==> src/rtl/mem_stage_pkg.sv <==
// Shared definitions for the MEM-stage data cache.
// Holds the controller state encoding, default geometry of the cache and
// the bit position where the line index starts inside a byte address.
// Ports: none (package).
package mem_stage_pkg;

  localparam int NUM_LINES_DEF = 16;
  localparam int INDEX_W_DEF   = 4;
  localparam int TAG_W_DEF     = 30 - INDEX_W_DEF;

  // Bits [1:0] select a byte inside the word and are ignored by the cache,
  // so the line index starts here and the tag starts at INDEX_LSB+INDEX_W.
  localparam int INDEX_LSB = 2;

  typedef enum logic [1:0] {
    IDLE  = 2'd0,
    FETCH = 2'd1,
    WRITE = 2'd2,
    WDONE = 2'd3
  } state_t;

endpackage

==> src/rtl/dcache_array.sv <==
// Valid/tag/data storage for the direct-mapped data cache.
// Ports:
//   clock, reset              rising-edge clock, synchronous active-high reset
//   rd_idx -> rd_valid/rd_tag/rd_data   combinational lookup port
//   we, wr_idx, wr_tag, wr_data, wr_set_valid   single synchronous write port
// Reset clears only the valid bits; tag and data contents are don't-care
// while their valid bit is low.
module dcache_array
  import mem_stage_pkg::*;
#(
  parameter int NUM_LINES = NUM_LINES_DEF,
  parameter int INDEX_W   = INDEX_W_DEF,
  parameter int TAG_W     = TAG_W_DEF
) (
  input  logic               clock,
  input  logic               reset,
  input  logic [INDEX_W-1:0] rd_idx,
  output logic               rd_valid,
  output logic [TAG_W-1:0]   rd_tag,
  output logic [31:0]        rd_data,
  input  logic               we,
  input  logic [INDEX_W-1:0] wr_idx,
  input  logic [TAG_W-1:0]   wr_tag,
  input  logic [31:0]        wr_data,
  input  logic               wr_set_valid
);

  logic [NUM_LINES-1:0] valid_q;
  logic [TAG_W-1:0]     tag_q  [NUM_LINES];
  logic [31:0]          data_q [NUM_LINES];

  assign rd_valid = valid_q[rd_idx];
  assign rd_tag   = tag_q[rd_idx];
  assign rd_data  = data_q[rd_idx];

  always_ff @(posedge clock) begin
    if (reset) begin
      valid_q <= '0;
    end else if (we) begin
      tag_q[wr_idx]  <= wr_tag;
      data_q[wr_idx] <= wr_data;
      if (wr_set_valid) valid_q[wr_idx] <= 1'b1;
    end
  end

endmodule

==> src/rtl/dcache_mem_stage.sv <==
// MEM-stage data cache: direct-mapped, write-through, no-write-allocate,
// one 32-bit word per line. Read hits answer combinationally; read misses
// and every store stall the pipeline while main memory is accessed over a
// request/ready handshake.
// Ports:
//   clockPulse, reset          clock and synchronous active-high reset
//   MemRead, MemWrite, address, writeData   request from EX/MEM
//   hit, readData              result to MEM/WB
//   stall                      freeze upstream stages
//   memRead, memWrite, memAddr, memWriteData, memReadData, memReady
//                              main-memory interface
//   hitCount, missCount        read hit/miss counters, present only when
//                              DCACHE_STATS_EN is defined
module dcache_mem_stage
  import mem_stage_pkg::*;
#(
  parameter int NUM_LINES = NUM_LINES_DEF,
  parameter int INDEX_W   = INDEX_W_DEF,
  parameter int TAG_W     = TAG_W_DEF
) (
  input  logic        clockPulse,
  input  logic        reset,
  input  logic        MemRead,
  input  logic        MemWrite,
  input  logic [31:0] address,
  input  logic [31:0] writeData,
  output logic        hit,
  output logic [31:0] readData,
  output logic        stall,
  output logic        memRead,
  output logic        memWrite,
  output logic [31:0] memAddr,
  output logic [31:0] memWriteData,
  input  logic [31:0] memReadData,
  input  logic        memReady
`ifdef DCACHE_STATS_EN
  ,
  output logic [15:0] hitCount,
  output logic [15:0] missCount
`endif
);

  state_t state_q, state_d;

  logic [31:0] lat_addr_q, lat_data_q;
  logic        latch_addr, latch_data;
  logic        count_hit, count_miss;

  logic [INDEX_W-1:0] req_idx, lat_idx;
  logic [TAG_W-1:0]   req_tag, lat_tag;

  logic               rd_valid;
  logic [TAG_W-1:0]   rd_tag;
  logic [31:0]        rd_data;
  logic               lookup_hit;

  logic               we;
  logic [INDEX_W-1:0] wr_idx;
  logic [TAG_W-1:0]   wr_tag;
  logic [31:0]        wr_data;

  // Byte-offset bits never take part in a lookup.
  logic unused_offset;
  assign unused_offset = ^address[INDEX_LSB-1:0];

  assign req_idx = address[INDEX_W+INDEX_LSB-1:INDEX_LSB];
  assign req_tag = address[31:INDEX_W+INDEX_LSB];
  assign lat_idx = lat_addr_q[INDEX_W+INDEX_LSB-1:INDEX_LSB];
  assign lat_tag = lat_addr_q[31:INDEX_W+INDEX_LSB];

  assign lookup_hit   = rd_valid && (rd_tag == req_tag);
  assign memAddr      = lat_addr_q;
  assign memWriteData = lat_data_q;

  dcache_array #(
    .NUM_LINES(NUM_LINES),
    .INDEX_W  (INDEX_W),
    .TAG_W    (TAG_W)
  ) u_array (
    .clock       (clockPulse),
    .reset       (reset),
    .rd_idx      (req_idx),
    .rd_valid    (rd_valid),
    .rd_tag      (rd_tag),
    .rd_data     (rd_data),
    .we          (we),
    .wr_idx      (wr_idx),
    .wr_tag      (wr_tag),
    .wr_data     (wr_data),
    .wr_set_valid(1'b1)
  );

  // State register plus the latched memory request; reset abandons any
  // in-flight transaction so a late memReady lands in IDLE and is ignored.
  always_ff @(posedge clockPulse) begin
    if (reset) begin
      state_q    <= IDLE;
      lat_addr_q <= '0;
      lat_data_q <= '0;
    end else begin
      state_q <= state_d;
      if (latch_addr) lat_addr_q <= {address[31:2], 2'b00};
      if (latch_data) lat_data_q <= writeData;
    end
  end

  // Next state, pipeline/memory outputs and the array write port.
  // A store that hits rewrites the line with its own tag, which keeps the
  // line valid. The request side is masked while reset is held so no
  // lookup can raise stall during reset.
  always_comb begin
    state_d    = state_q;
    hit        = 1'b0;
    readData   = '0;
    stall      = 1'b0;
    memRead    = 1'b0;
    memWrite   = 1'b0;
    latch_addr = 1'b0;
    latch_data = 1'b0;
    count_hit  = 1'b0;
    count_miss = 1'b0;
    we         = 1'b0;
    wr_idx     = req_idx;
    wr_tag     = req_tag;
    wr_data    = writeData;

    case (state_q)
      IDLE: begin
        if (!reset) begin
          if (MemWrite) begin
            stall      = 1'b1;
            latch_addr = 1'b1;
            latch_data = 1'b1;
            we         = lookup_hit;
            state_d    = WRITE;
          end else if (MemRead) begin
            if (lookup_hit) begin
              hit       = 1'b1;
              readData  = rd_data;
              count_hit = 1'b1;
            end else begin
              stall      = 1'b1;
              latch_addr = 1'b1;
              count_miss = 1'b1;
              state_d    = FETCH;
            end
          end
        end
      end
      FETCH: begin
        memRead = 1'b1;
        stall   = 1'b1;
        if (memReady) begin
          we      = 1'b1;
          wr_idx  = lat_idx;
          wr_tag  = lat_tag;
          wr_data = memReadData;
          state_d = IDLE;
        end
      end
      WRITE: begin
        memWrite = 1'b1;
        stall    = 1'b1;
        if (memReady) state_d = WDONE;
      end
      WDONE: begin
        state_d = IDLE;
      end
      default: state_d = IDLE;
    endcase
  end

`ifdef DCACHE_STATS_EN
  // Saturating read hit/miss counters; stores are not counted.
  always_ff @(posedge clockPulse) begin
    if (reset) begin
      hitCount  <= '0;
      missCount <= '0;
    end else begin
      if (count_hit && hitCount != 16'hFFFF) hitCount <= hitCount + 16'd1;
      if (count_miss && missCount != 16'hFFFF) missCount <= missCount + 16'd1;
    end
  end
`endif

endmodule

==> config.mk <==
export PLATFORM = sky130hd
export DESIGN_NAME = dcache_mem_stage
export DESIGN_NICKNAME = d
export VERILOG_FILES = /design/src/rtl/mem_stage_pkg.sv /design/src/rtl/dcache_array.sv /design/src/rtl/dcache_mem_stage.sv
export SDC_FILE = /design/constraint.sdc
export NUM_CORES = 1
export LEC_CHECK = 0
export BUFFER_PORTS_ARGS = -buffer_cell sky130_fd_sc_hd__buf_2
export CAP_MARGIN = 0
export CORE_ASPECT_RATIO = 1.4
export CORE_MARGIN = 2
export CORE_UTILIZATION = 45
export DETAILED_ROUTE_END_ITERATION = 12
export PLACE_DENSITY_LB_ADDON = 0.1
export RECOVER_POWER = 50
export REMOVE_ABC_BUFFERS = 1
export SYNTH_ARGS = -nofsm -noshare
export SYNTH_HDL_FRONTEND = slang
export SYNTH_HIERARCHICAL = 1
export SYNTH_SLANG_ARGS = --single-unit
==> constraint.sdc <==
create_clock -name clockPulse -period 7.57 [get_ports clockPulse]
set_input_delay 0.3785 -clock clockPulse [delete_from_list [all_inputs] [get_ports clockPulse]]
set_output_delay 0.3785 -clock clockPulse [all_outputs]
set_load 0.02 [all_outputs]
==> impl_summary.md, run 1 <==
Cells and area
The final design instance area without fill is 0.04548 mm². The net count of the finished layout is 2322. The fraction of final layout cells sized beyond drive strength 1 is 27.58%. The post-synthesis to final-layout area growth is 16.27%. Across the whole layout, storage elements account for 0.02947 mm². The number of fill cells is 6757.

The number of antenna diodes in the final layout is 0. In the final layout, the multi-input gates occupy 0.009250 mm².

Critical path
The critical path goes through inv_1 > ha_1 > nand2_1 > clkbuf_1 > mux2_1. The delay of the slowest critical-path stage is 2600 ps. The start-to-end type of the worst setup path is reg -> reg. In this run the worst path has a maximum fanout of 41. STA classifies the critical path startpoint as a register. Counting both buffers and inverters, the worst setup path holds a total of 2.

The data arrival time of the critical path is 5960 ps. On the critical path the largest part of the delay comes from buffers and inverters. STA classifies the critical path endpoint as a register. For the worst setup path, the data required time is 7950 ps. The slowest cell on the critical path is clkbuf_1.

Global route
The pin count of the biggest net entering global routing is 68. Global routing finished with a remaining overflow of 0. The number of antenna violations at the first check in global routing is 3. The wire length of the first global-routing pass is 137500 µm. The global router's overall resource usage is 21.42%. The number of global-route vias before repair was 20740.

Yosys
Yosys printed 6 warnings. The leading area contributor after synthesis is edfxtp_1. The mean post-synth cell area is 20.35 µm². Summing every instance area after synthesis gives 0.03912 mm². In this run, distinct cell masters in the synthesized netlist total 40. Synthesis produced 1922 cells.

The fraction of the yosys area taken by sequential cells is 75.33%. The portion of synthesized cell area occupied by the leading cell type is 71.24%. Synthesis inferred 1008 register bits. By area the synthesized netlist is led by edfxtp_1 (71%), mux4_2 (14%), dfxtp_1 (4.1%).

Outcome
The run finished, with violations left. The checks that failed: capacitance limit, slew limit.

Place
Routability-driven placement finished with a final weighted congestion of 0.7221. The standard cell area after detailed placement is 0.04183 mm². The count of buffers from port buffering is 196.

The final HPWL from detailed placement is 50670 µm.

Detailed routing
The post-detailed-route count of antenna-violating nets is 0. The number of vias after detailed routing is 19580. The count of unresolved DRC violations after routing is 0. The initial detailed-routing violation count is 1656.

In the final routed layout, each cell accounts on average for 27.43 µm. The vias per cell is 5.658. The iteration count of the initial detailed-routing pass is 5. The routed design has 94900 µm of wire.

Timing
Setup repair after global routing left no endpoint under its margin. The final count of hold timing violations was 0. The worst max-slew margin expressed relative to the limit is -138.8%. Of the available clock period, the critical path in the final layout requires 73.66%.

The transition time of the tightest slew-check pin is 3583 ps. The final setup violation count is 0. The number of max-slew violations in the final report came to 76.

The largest clock skew in the final design is 26.86 ps. The top achievable clock speed is 179.3 MHz. The time the final worst path needs with I/O delays and setup is 5576 ps.

Clock network
TritonCTS built the clock tree. The count of H-tree levels built during CTS is 3. The number of buffers added by the clock tree synthesis step is 97. The clock net in this run drives a total of 1008 sinks.

The maximum count of clock buffers along a single path is 3. The root buffer cell is clkbuf_16. The number of buffers inserted by post-CTS setup repair is 0. The total of cells resized after clock tree synthesis is 0. At the later pin of the worst-skew pair, clock insertion delay measures 670 ps.

The clock edge transition at the registers on the reported setup and hold paths is 60 ps.

Min path
The kind of path behind the tightest hold check is in -> reg.

Pwr
In this run the power density over the cells is 276.0 mW/mm². The maximum VDD drop is 0.1889 mV. The total chip power is 12.56 mW. The leakage dissipation is 14.82 nW.

Floorplan
The overall die width is 253.2 µm. For this design the top-level I/O count stands at 201. For this configuration, the core starts out at a cell density of 45.50%. The core region is 0.08597 mm².

The die covers 0.08934 mm². The floorplan has 127 rows. The die is 352.9 µm tall.

Run
The number of violations of the max-capacitance limit is 3.
[flip-flops by register name (all words and copies together), names as in the netlist]
signal and count:
u_array/data_q 512, u_array/valid_q 16, u_array/tag_q 416, state_q 2
memWriteData 32, memAddr 30
[metrics by stage]
stage,instances,util [%],hold slack (ps),worst slack (ps),TNS [ps]
5_1_grt,3460,52.91,22.74,1706,0
2_1_floorplan,1813,-,431.5,-1494,-340310
4_1_cts,3460,53.02,8.613,2300,0
3_5_place_dp,3229,48.66,443.5,1692,0
6_report,3460,52.91,49.70,1994,0
3_3_place_gp,3229,48.66,437.7,1691,0
[repair_timing]
| action | CTS | global route |
|---|---|---|
| endpoints found under the setup margin | 0 | 0 |
| hold buffers | 50 | 0 |
| hold endpoints to repair | 50 | 0 |
[cells in the final DEF, fill, tap and decap left out, types with 3 or more instances in the layout]
cell type / Yosys / final
nand2b_1: 4 / 4
xnor2_1: 15 / 15
ha_1: 4 / 4
clkinv_2: 0 / 23
clkbuf_8: 0 / 12
nor2b_1: 36 / 34
nand3_1: 3 / 3
o21ai_0: 3 / 3
a22oi_1: 118 / 118
a21oi_1: 45 / 45
nand2_1: 131 / 131
clkbuf_1: 65 / 90
buf_4: 5 / 44
nor2_4: 0 / 13
a31oi_1: 4 / 4
mux2_1: 3 / 61
mux2_2: 89 / 31
buf_12: 0 / 15
xor2_1: 11 / 11
clkinv_1: 0 / 3
inv_1: 5 / 5
conb_1: 2 / 6
clkinvlp_4: 0 / 4
mux4_2: 236 / 236
and2_1: 34 / 32
clkbuf_16: 0 / 99
nand4_1: 4 / 4
bufinv_16: 0 / 9
nor3_2: 0 / 4
edfxtp_1: 928 / 928
buf_2: 33 / 129
nor2_1: 33 / 20
dlygate4sd3_1: 0 / 50
dfxtp_1: 80 / 80
[where the power goes]
part / internal (mW) / switching, mW / total [mW]
Clock: 2.84 / 2.06 / 4.90
Sequential: 6.37 / 0.0660 / 6.43
Combinational: 0.401 / 0.819 / 1.22
Total: 9.61 / 2.95 / 12.6
[layout make-up]
cell class,instances,share of cell area [%]
sequential,1008,64.79
multi-input combinational,800,20.34
clock buffer,136,6.016
timing repair buffer,305,4.509
tap,1161,3.194
clock inverter,45,1.111
inverter,5,0.04126
[Yosys cell counts, drive strengths merged]
cell / number
dfxtp: 80
nand3: 3
buf: 48
inv: 5
o211a: 1
and4: 1
nand2: 131
nor2b: 36
ha: 4
a31oi: 4
a21oi: 45
mux2: 92
a22oi: 118
o21bai: 1
a211oi: 1
xnor2: 15
o221a: 1
nor4: 2
mux4: 236
clkbuf: 65
nor4bb: 1
o41ai: 1
edfxtp: 928
conb: 2
and2: 34
or4: 1
xor2: 11
nor3: 6
and4b: 2
nand2b: 4
nand4b: 1
nand4: 4
nor2: 33
o221ai: 1
o21ai: 3
nor4b: 1
[metal layers]
| metal | vias up | track usage [%] | share of wire, % | routed length [µm] |
|---|---|---|---|---|
| met1 | 10450 | 26.96 | 40 | 38150 |
| met5 | - | 0 | 0 | 0 |
| met3 | 122 | 2.624 | 4.1 | 3844 |
| met4 | 0 | 6.166 | 2.4 | 2281 |
| met2 | 541 | 38.79 | 53 | 50620 |
| li1 | 8458 | - | - | - |
[worst paths after layout]
path,startpoint,depth (start not counted),end,slack [ps]
setup / recovery,state_q[1]$_SDFFE_PP0P_,5,u_array/data_q[7][17]$_DFFE_PP_,1990
hold / removal,address[19],2,memAddr[19]$_SDFFE_PP0P_,50
setup reg to reg,state_q[1]$_SDFFE_PP0P_,5,u_array/data_q[7][17]$_DFFE_PP_,1990
hold reg to reg,memWriteData[12]$_SDFFE_PP0P_,2,memWriteData[12]$_SDFFE_PP0P_,450
[logic make-up after synthesis]
family	after synthesis	share of synthesized area (%)
buffers and inverters	118	1.439
XOR/XNOR	26	0.5821
AO/OA/AOI/OAI	176	3.096
other	2	0.01920
flip-flops	1008	75.33
AND/OR/NAND/NOR	260	3.170
multiplexers	328	16.24
adder cells (fa/ha/maj)	4	0.1279
Note: power is estimated with default switching activity, not from simulation.
==> run 2: changes to the inputs <==
--- a/config.mk
+++ b/config.mk
@@ -5,6 +5,7 @@
 export SDC_FILE = /design/constraint.sdc
 export NUM_CORES = 1
 export LEC_CHECK = 0
+export ABC_AREA = 1
 export BUFFER_PORTS_ARGS = -buffer_cell sky130_fd_sc_hd__buf_2
 export CAP_MARGIN = 0
 export CORE_ASPECT_RATIO = 1.4
==> constraint.sdc (replaced) <==
create_clock -name clockPulse -period 5.02 [get_ports clockPulse]
set_input_delay 0.251 -clock clockPulse [delete_from_list [all_inputs] [get_ports clockPulse]]
set_output_delay 0.251 -clock clockPulse [all_outputs]
set_load 0.02 [all_outputs]
==> run 2 against run 1 <==
Against the previous run: the flow still finishes with violations (capacitance limit, slew limit); combinational power up 79%; cell area rose by 12%; final cell count rose by 76%; highest routed layer unchanged; worst setup slack worse by 1300 ps; worst hold slack worse by 1.6 ps; clock skew up 10 ps; sequential cell count unchanged; synthesized cell count increased by 130%.
==> impl_summary.md, run 2 <==
Outcome
The run finished, with violations left. The final reports fail on capacitance limit, slew limit.

Yosys
The post-synthesis cell type count is 30. Summed over its instances, the top area cell type makes up 62.93% of the synthesized netlist area. The mean post-synth cell area is 9.878 µm². The number of synthesis warnings is 6. The number of enable flip-flop cells after synthesis is 928. The fraction of registers with async set or reset after synthesis is 0%. Counting every instance in the synthesized netlist gives 4483. Sorting the synthesized cells by how often they occur yields nand2_1 (1344), edfxtp_1 (928), inv_1 (804).

Yosys attributes the largest share of cell area to edfxtp_1 (63%), nand2_1 (11%), nand3_1 (8.4%). The fraction of the yosys area taken by sequential cells is 66.55%. The area of the mapped netlist is 0.04428 mm². nand2_1 is the most common cell in the netlist. The post-synthesis register bit count is 1008. The leading area contributor after synthesis is edfxtp_1. For this run, the leading register cell type out of synthesis is edfxtp_1.

Critical path
The worst-case register-to-register setup slack is 720 ps. The maximum fanout encountered on the critical timing path is 51. The worst setup path is captured at a register. The start-to-end type of the worst setup path is reg -> reg. STA puts the critical path data required time at 5370 ps.

STA classifies the critical path startpoint as a register. For the worst setup path, the data arrival time is 4650 ps.

Clock network
The CTS tree is done. Gates resized during post-CTS repair numbered 0. Clock-pin slew was measured on the worst setup and hold paths at 60 ps.

The number of buffers inserted by post-CTS setup repair is 0. Counting along the longest clock path gives a buffer depth of 3. The tree is rooted in a clkbuf_16. The clock reaches the later pin of the worst-skew pair after 700 ps. The number of buffers added by the clock tree synthesis step is 101. CTS saw 1008 sinks. The H-tree was split into 3 levels.

Detailed routing
For this run, design rule violations remaining after detail routing come to 0. The routed layout has 30450 vias. Dividing the detail-routed wire length by the instance count gives 19.45 µm. The first routing iteration left 2154 violations. The routed wire length is 118700 µm. Once detail routing completed, the nets flagged for antenna violations numbered 0. After detailed routing, the number of vias per cell comes to 4.992. Before antenna repair, the detailed router went through 5 iterations.

Global route
Global routing consumed, over all layers together, 23.31% of the routing resources. The number of antenna violations at the first check in global routing came to 1. The number of global-route vias before repair was 29320. The pin count of the biggest net entering global routing is 143. The first global-routing pass estimated 177800 µm of wire.

The aggregate global routing overflow is 0.

Pwr
Across the VDD grid, the largest voltage drop is 0.3123 mV. For this design the static power due to leakage is 21.87 nW. In this run the power density over the cells is 387.9 mW/mm². The total chip power is 19.79 mW.

Timing
Adding up every negative setup slack in the final design gives 0 ps. Static timing analysis puts the maximum clock frequency at 232.3 MHz. The final count of hold timing violations came to 0. In this run the tightest slew margin relative to its limit is -85.15%. Setup repair after global routing left no endpoint under its margin.

The post-route fraction of the period consumed by the critical path is 85.75%. Across the routed clock network, the largest skew measured is 37.09 ps. On the final layout, the worst hold slack is 48.08 ps.

Setup violations remaining at the end of the flow were counted as 0. At the pin with the least slew margin, the transition time is 2777 ps. The number of max-slew violations in the final report came to 139. The time the final worst path needs with I/O delays and setup is 4305 ps.

Floorplan
The placeable core area is 0.09784 mm². The overall die width is 269.1 µm. The overall die height is 375.2 µm. The die covers 0.1010 mm². The starting utilization of the core area is 45.26%. For this design the top-level I/O count stands at 201. The total number of placement rows is 136.

Place
Routability-driven placement finished with a final weighted congestion of 0.7724. Summed over all nets, the half-perimeter wirelength after detailed placement is 63290 µm. The count of buffers from port buffering is 196.

Cells and area
More flip-flops sit in one register than any other, and that register is u_array/data_q. Of the cells placed in the final design, the portion with a size suffix greater than 1 is 8.755%. After filler insertion, the fill cell instance count of the layout stands at 8623. The most frequent standard cell in the layout excluding fill and tap cells is nand2_1. The final cell utilization of the core is 52.15%.

The area of the multi-input gates is 0.01067 mm². The sequential cell area is 0.02947 mm². From synthesis to final layout, the design area changed by 15.22%. The flip-flop count of the largest register after layout is 512. The net count of the finished layout is 4807.

The top cell types in the final layout, fill and taps aside, are nand2_1 (1345), edfxtp_1 (928), inv_1 (803).

Min path
The path class of the tightest hold or removal check is in -> reg.

Run
Max-cap violations in this run came to 4.
-- run 2: repair_timing --
action,in CTS,in global routing
hold endpoints to repair,74,0
endpoints found under the setup margin,0,0
hold buffers,60,0
-- run 2: final timing paths --
path / from / cells past startpoint / to
worst max register to register: state_q[1]$_SDFFE_PP0P_ / 8 / u_array/data_q[15][7]$_DFFE_PP_
worst min-delay path: memReady / 4 / state_q[0]$_SDFFE_PP0P_
worst max-delay path: state_q[1]$_SDFFE_PP0P_ / 8 / u_array/data_q[15][7]$_DFFE_PP_
worst min register to register: u_array/valid_q[0]$_SDFFE_PP0P_ / 2 / u_array/valid_q[0]$_SDFFE_PP0P_
-- run 2: kinds of logic after synthesis --
family | count (synthesis) | share of synthesized area (%)
AND/OR/NAND/NOR | 2269 | 21.56
buffers and inverters | 1049 | 9.559
flip-flops | 1008 | 66.55
AO/OA/AOI/OAI | 117 | 1.353
multiplexers | 32 | 0.8138
adder cells (fa/ha/maj) | 4 | 0.1130
other | 2 | 0.01696
XOR/XNOR | 2 | 0.03956
-- run 2: final cells by class --
class,instances,area share [%]
repair buffers,347,5.343
inverters,817,6.055
flip-flops and latches,1008,57.76
clock inverters,51,1.280
multi-input cells,2427,20.91
clock buffers,136,5.429
well taps,1311,3.215
diodes,2,0.009809
-- run 2: critical path, cell delays in order (launching register included) --
cell	delay, ps
dfxtp_1	380
inv_1	90
ha_1	220
nand2_1	1500
nor2_1	70
a21oi_1	310
nand2_1	380
nor3_2	640
buf_12	330
-- run 2: power by group --
group / switching [mW] / leakage [nW] / internal (mW)
clock network: 3.19 / 1.66 / 4.63
logic: 1.66 / 11.2 / 0.523
registers: 0.0924 / 9.00 / 9.70
total: 4.94 / 21.9 / 14.9
-- run 2: routing by layer --
layer  GRT usage (%)  vias to the layer above  wire, µm
met4           6.946                        0      2626
met5               0                        -         0
met1           29.37                    14730     49890
li1                -                    14820         -
met3           2.287                      146      5340
met2           42.35                      756     60790
-- run 2: per-stage QoR --
| stage | instance area, µm² | setup WS (ps) | instances |
|---|---|---|---|
| 2_1_floorplan | 43120 | -5150 | 4252 |
| 3_3_place_gp | 47120 | 454.2 | 5850 |
| 3_5_place_dp | 47120 | 495.3 | 5850 |
| 4_1_cts | 51140 | 732.4 | 6097 |
| 5_1_grt | 51020 | 448.9 | 6098 |
| 6_report | 51020 | 715.4 | 6099 |
==> run 3: changes to the inputs <==
--- a/config.mk
+++ b/config.mk
@@ -17,5 +17,4 @@
 export REMOVE_ABC_BUFFERS = 1
 export SYNTH_ARGS = -nofsm -noshare
 export SYNTH_HDL_FRONTEND = slang
-export SYNTH_HIERARCHICAL = 1
 export SYNTH_SLANG_ARGS = --single-unit
==> run 3 against run 2 <==
Against the previous run: the run still ends with capacitance limit, slew limit left; global-route usage rose by 1.5 points; clock skew is 7.6 ps lower; clock power is 4.1% lower; synthesized cell count decreased by 19%; utilization decreased by 0.10 points; critical path depth rose by 7; worst setup slack lost 120 ps; clock-buffer cell count grew 6; sequential power is essentially flat; synthesized area is 5.8% lower; sequential cell count is the same; largest power group unchanged; highest routed layer is now met5.
==> impl_summary.md, run 3 <==
Outcome
The run finished, with violations left. The checks that failed: capacitance limit, slew limit.

Global route
Entering global routing, the biggest net connects 148 pins. The first global-routing pass estimated 174500 µm of wire. The aggregate global routing overflow is 0. The number of global-route vias before repair is 27210. The peak-usage layer in the global routing report is met2. The global routing met1 resource utilization is 31.96%. The fraction of met3 tracks used by global routing is 2.482%. Global routing used 24.81% of the available tracks. In the global route stage, met2 resource usage came out at 43.95%. The number of antenna violations at the first check in global routing is 1.

Pwr
In this run the static leakage power is 17.76 nW. The total power per unit cell area is 408.3 mW/mm². The maximum VDD drop is 0.3501 mV.

Floorplan
The placeable core area is 0.09216 mm². The die is 364.2 µm tall. Once the floorplan was initialized, standard cells occupied 45.25% of the core. The floorplan has 132 rows. The area of the die is 0.09517 mm². The count of pins on the block boundary is 201. The overall die width is 261.3 µm.

Cells and area
The final cell utilization of the core is 52.04%. Leaving out fill and tap cells, the most frequent cell in the layout is nand2_1. The number of fill cells is 8072. Ranked by flip-flop count, first place goes to u_array.data_q. The post-synthesis to final-layout area growth is 15.00%. The fraction of final layout cells sized beyond drive strength 1 is 10.17%. The flip-flop count of the largest register after layout is 512. For this run, the post-layout net count is 3965. The top cell types in the final layout, fill and taps aside, are nand2_1 (963), edfxtp_1 (928), a21oi_1 (294). The repair_antennas step left the layout with diodes totalling 0.

Timing
The time the final worst path needs with I/O delays and setup is 4424 ps. Based on the critical path, the design can be clocked at up to 226.1 MHz. The number of max-slew violations in the final report was 319. The transition time of the tightest slew-check pin is 1828 ps.

The final count of hold timing violations came to 0. On the final layout, the worst clock skew is 29.44 ps. The setup slack of the critical path after layout is 596.3 ps.

After routing, the total negative slack on setup checks comes to 0 ps. Setup violations remaining at the end of the flow were counted as 0. The worst max-slew margin expressed relative to the limit is -23.14%.

The post-route fraction of the period consumed by the critical path is 88.12%. Setup repair after global routing left no endpoint under its margin.

Yosys
The leading area contributor after synthesis is edfxtp_1. The commonest register cell after synthesis is edfxtp_1. Counting every instance in the synthesized netlist gives 3653. For this run, asynchronously set or reset flops after synthesis account for 0%. The post-synthesis adder-cell area fraction is 0.1200%.

After synthesis, the largest family of logic cells by area is simple AND/OR/NAND/NOR gates. Of the total synthesized cell area, the portion taken by XOR and XNOR cells is 0%. The post-synthesis cell type count is 34. Summed over its instances, the top area cell type makes up 66.82% of the synthesized netlist area. The commonest cells after synthesis are nand2_1 (966), edfxtp_1 (928), a21oi_1 (294). In this run the cell area of the synthesized design comes to 0.04171 mm². The synthesized netlist devotes 14.29% of its cell area to simple gates. The synthesized design contains 1008 register bits.

The fraction of the yosys area taken by sequential cells is 70.66%. The proportion of synthesized area in mux cells is 0.8640%. Summing the areas of all compound-gate instances in the mapped netlist gives 9.129% of the synthesized area. Yosys attributes the largest share of cell area to edfxtp_1 (67%), nand2_1 (8.7%), dfxtp_1 (3.8%). The mean post-synth cell area is 11.42 µm². The most instantiated library cell after synthesis is nand2_1. The number of enable flip-flop cells after synthesis is 928. The Yosys step of the flow raised 0 warnings.

Clock network
The count of H-tree levels built during CTS is 3. The number of buffers added by the clock tree synthesis step is 96. TritonCTS built the clock tree. The clock sink count is 1008. The tree is rooted in a clkbuf_16. In this run the deepest clock path goes through 3 buffers. After clock tree synthesis, the clock-pin slew on the worst setup and hold paths is 60 ps.

In this run, post-CTS repair resized a total of 0 instances. The clock reaches the later pin of the worst-skew pair after 690 ps.

Detailed routing
The detailed router finished its first iteration with 2466 violations. For this run, the detailed router's first-pass iteration total came to 6. Wires add up to 118800 µm. The count of nets left with antenna violations once routing finished came out at 0.

After detailed routing, the number of vias per cell comes to 5.520. The number of vias after detailed routing is 28420. For this run, design rule violations remaining after detail routing come to 0. After detailed routing, the average wire length per cell comes to 23.08 µm.

Place
Buffers placed on the I/O ports in this run total 196. At the end of routability-driven placement, the weighted congestion stood at 0.8247. The setup slack after placement is 569.0 ps. The HPWL after detailed placement is 64200 µm.

Critical path
The data arrival time of the critical path is 4170 ps. The worst setup path is launched from a primary input. The signal on the critical path passes through dlygate4sd3_1 > buf_6 > inv_6 > o211ai_1 > nand3_1 > nand2_1 > nand2_1 > nand3_1 > nor4_1 > nand3_1 > nor2_1 > nand2_2 > buf_4 > nor2_1 > buf_2. The largest individual stage delay along the critical path comes from the cell dlygate4sd3_1.

In this run the worst path has a maximum fanout of 56. The delay of the slowest critical-path stage is 560 ps. Among the stages of the critical path, the cell type that occurs most often is nand3_1.

The required arrival time at the worst endpoint is 4770 ps. STA classifies the critical path endpoint as a primary output. The start-to-end type of the worst setup path is in -> out.

Run
Max-cap violations in this run came to 17.

Min path
The kind of path behind the tightest hold check is in -> reg.
-- run 3: power by group --
part           internal [mW]  switching [mW]  leakage [nW]
Sequential              9.67           0.111          9.01
Clock                   4.32            3.18          1.61
Combinational          0.563            1.74          7.14
-- run 3: cells by family after synthesis --
family	after synthesis
buffers and inverters	493
DFF	1008
other	1
and+or+nand+nor	1482
muxes	32
AOI/OAI and AO/OA	633
adders and majority gates	4
-- run 3: layer usage --
metal  up-vias  share of wire, %
met3       161               4.7
met2       836                51
met1     14150                41
met4         2               2.6
li1      13270                 -
met5         -            0.0025
-- run 3: final cells by class --
type	count	area [µm²]	area share, %
clock buffers	142	2816	5.872
multi-input cells	2153	10310	21.50
flip-flops and latches	1008	29470	61.44
well taps	1206	1509	3.146
clock inverters	38	462.9	0.9652
inverters	257	1001	2.087
repair buffers	344	2394	4.990
-- run 3: worst max-delay path, delay by kind of cell --
| kind | cells | cell delay (ps) |
|---|---|---|
| buffers and inverters | 5 | 1820 |
| and+or+nand+nor | 9 | 1850 |
| AOI/OAI and AO/OA | 1 | 190 |
-- run 3: metrics by stage --
stage                     instances  hold slack [ps]  cell area (µm²)  power [mW]
final                          5148            28.12            47960       19.58
after global routing           5148            49.58            47960       20.25
after CTS                      5148            5.820            48090       19.77
after detailed placement       4917            445.9            44300       12.29
after global placement         4917            436.1            44300       12.27
after floorplan                3418            320.1            40620       11.24
-- run 3: worst paths after layout --
kind                                                 startpoint                               to  slack [ps]  cells past startpoint
worst max-delay path                                 address[4]                      readData[9]         600                     15
worst min-delay path                                address[22]         memAddr[22]$_SDFFE_PP0P_          30                      5
worst max register to register          state_q[1]$_SDFFE_PP0P_   u_array.tag_q[1][13]$_DFFE_PP_         870                      5
worst min register to register  u_array.valid_q[3]$_SDFFE_PP0P_  u_array.valid_q[3]$_SDFFE_PP0P_         460                      2
-- run 3: timing repair --
item | in CTS | in global routing
setup endpoints to repair | 0 | 0
hold buffers | 51 | 0
setup buffers | 0 | 0
endpoints found under the hold margin | 51 | 0
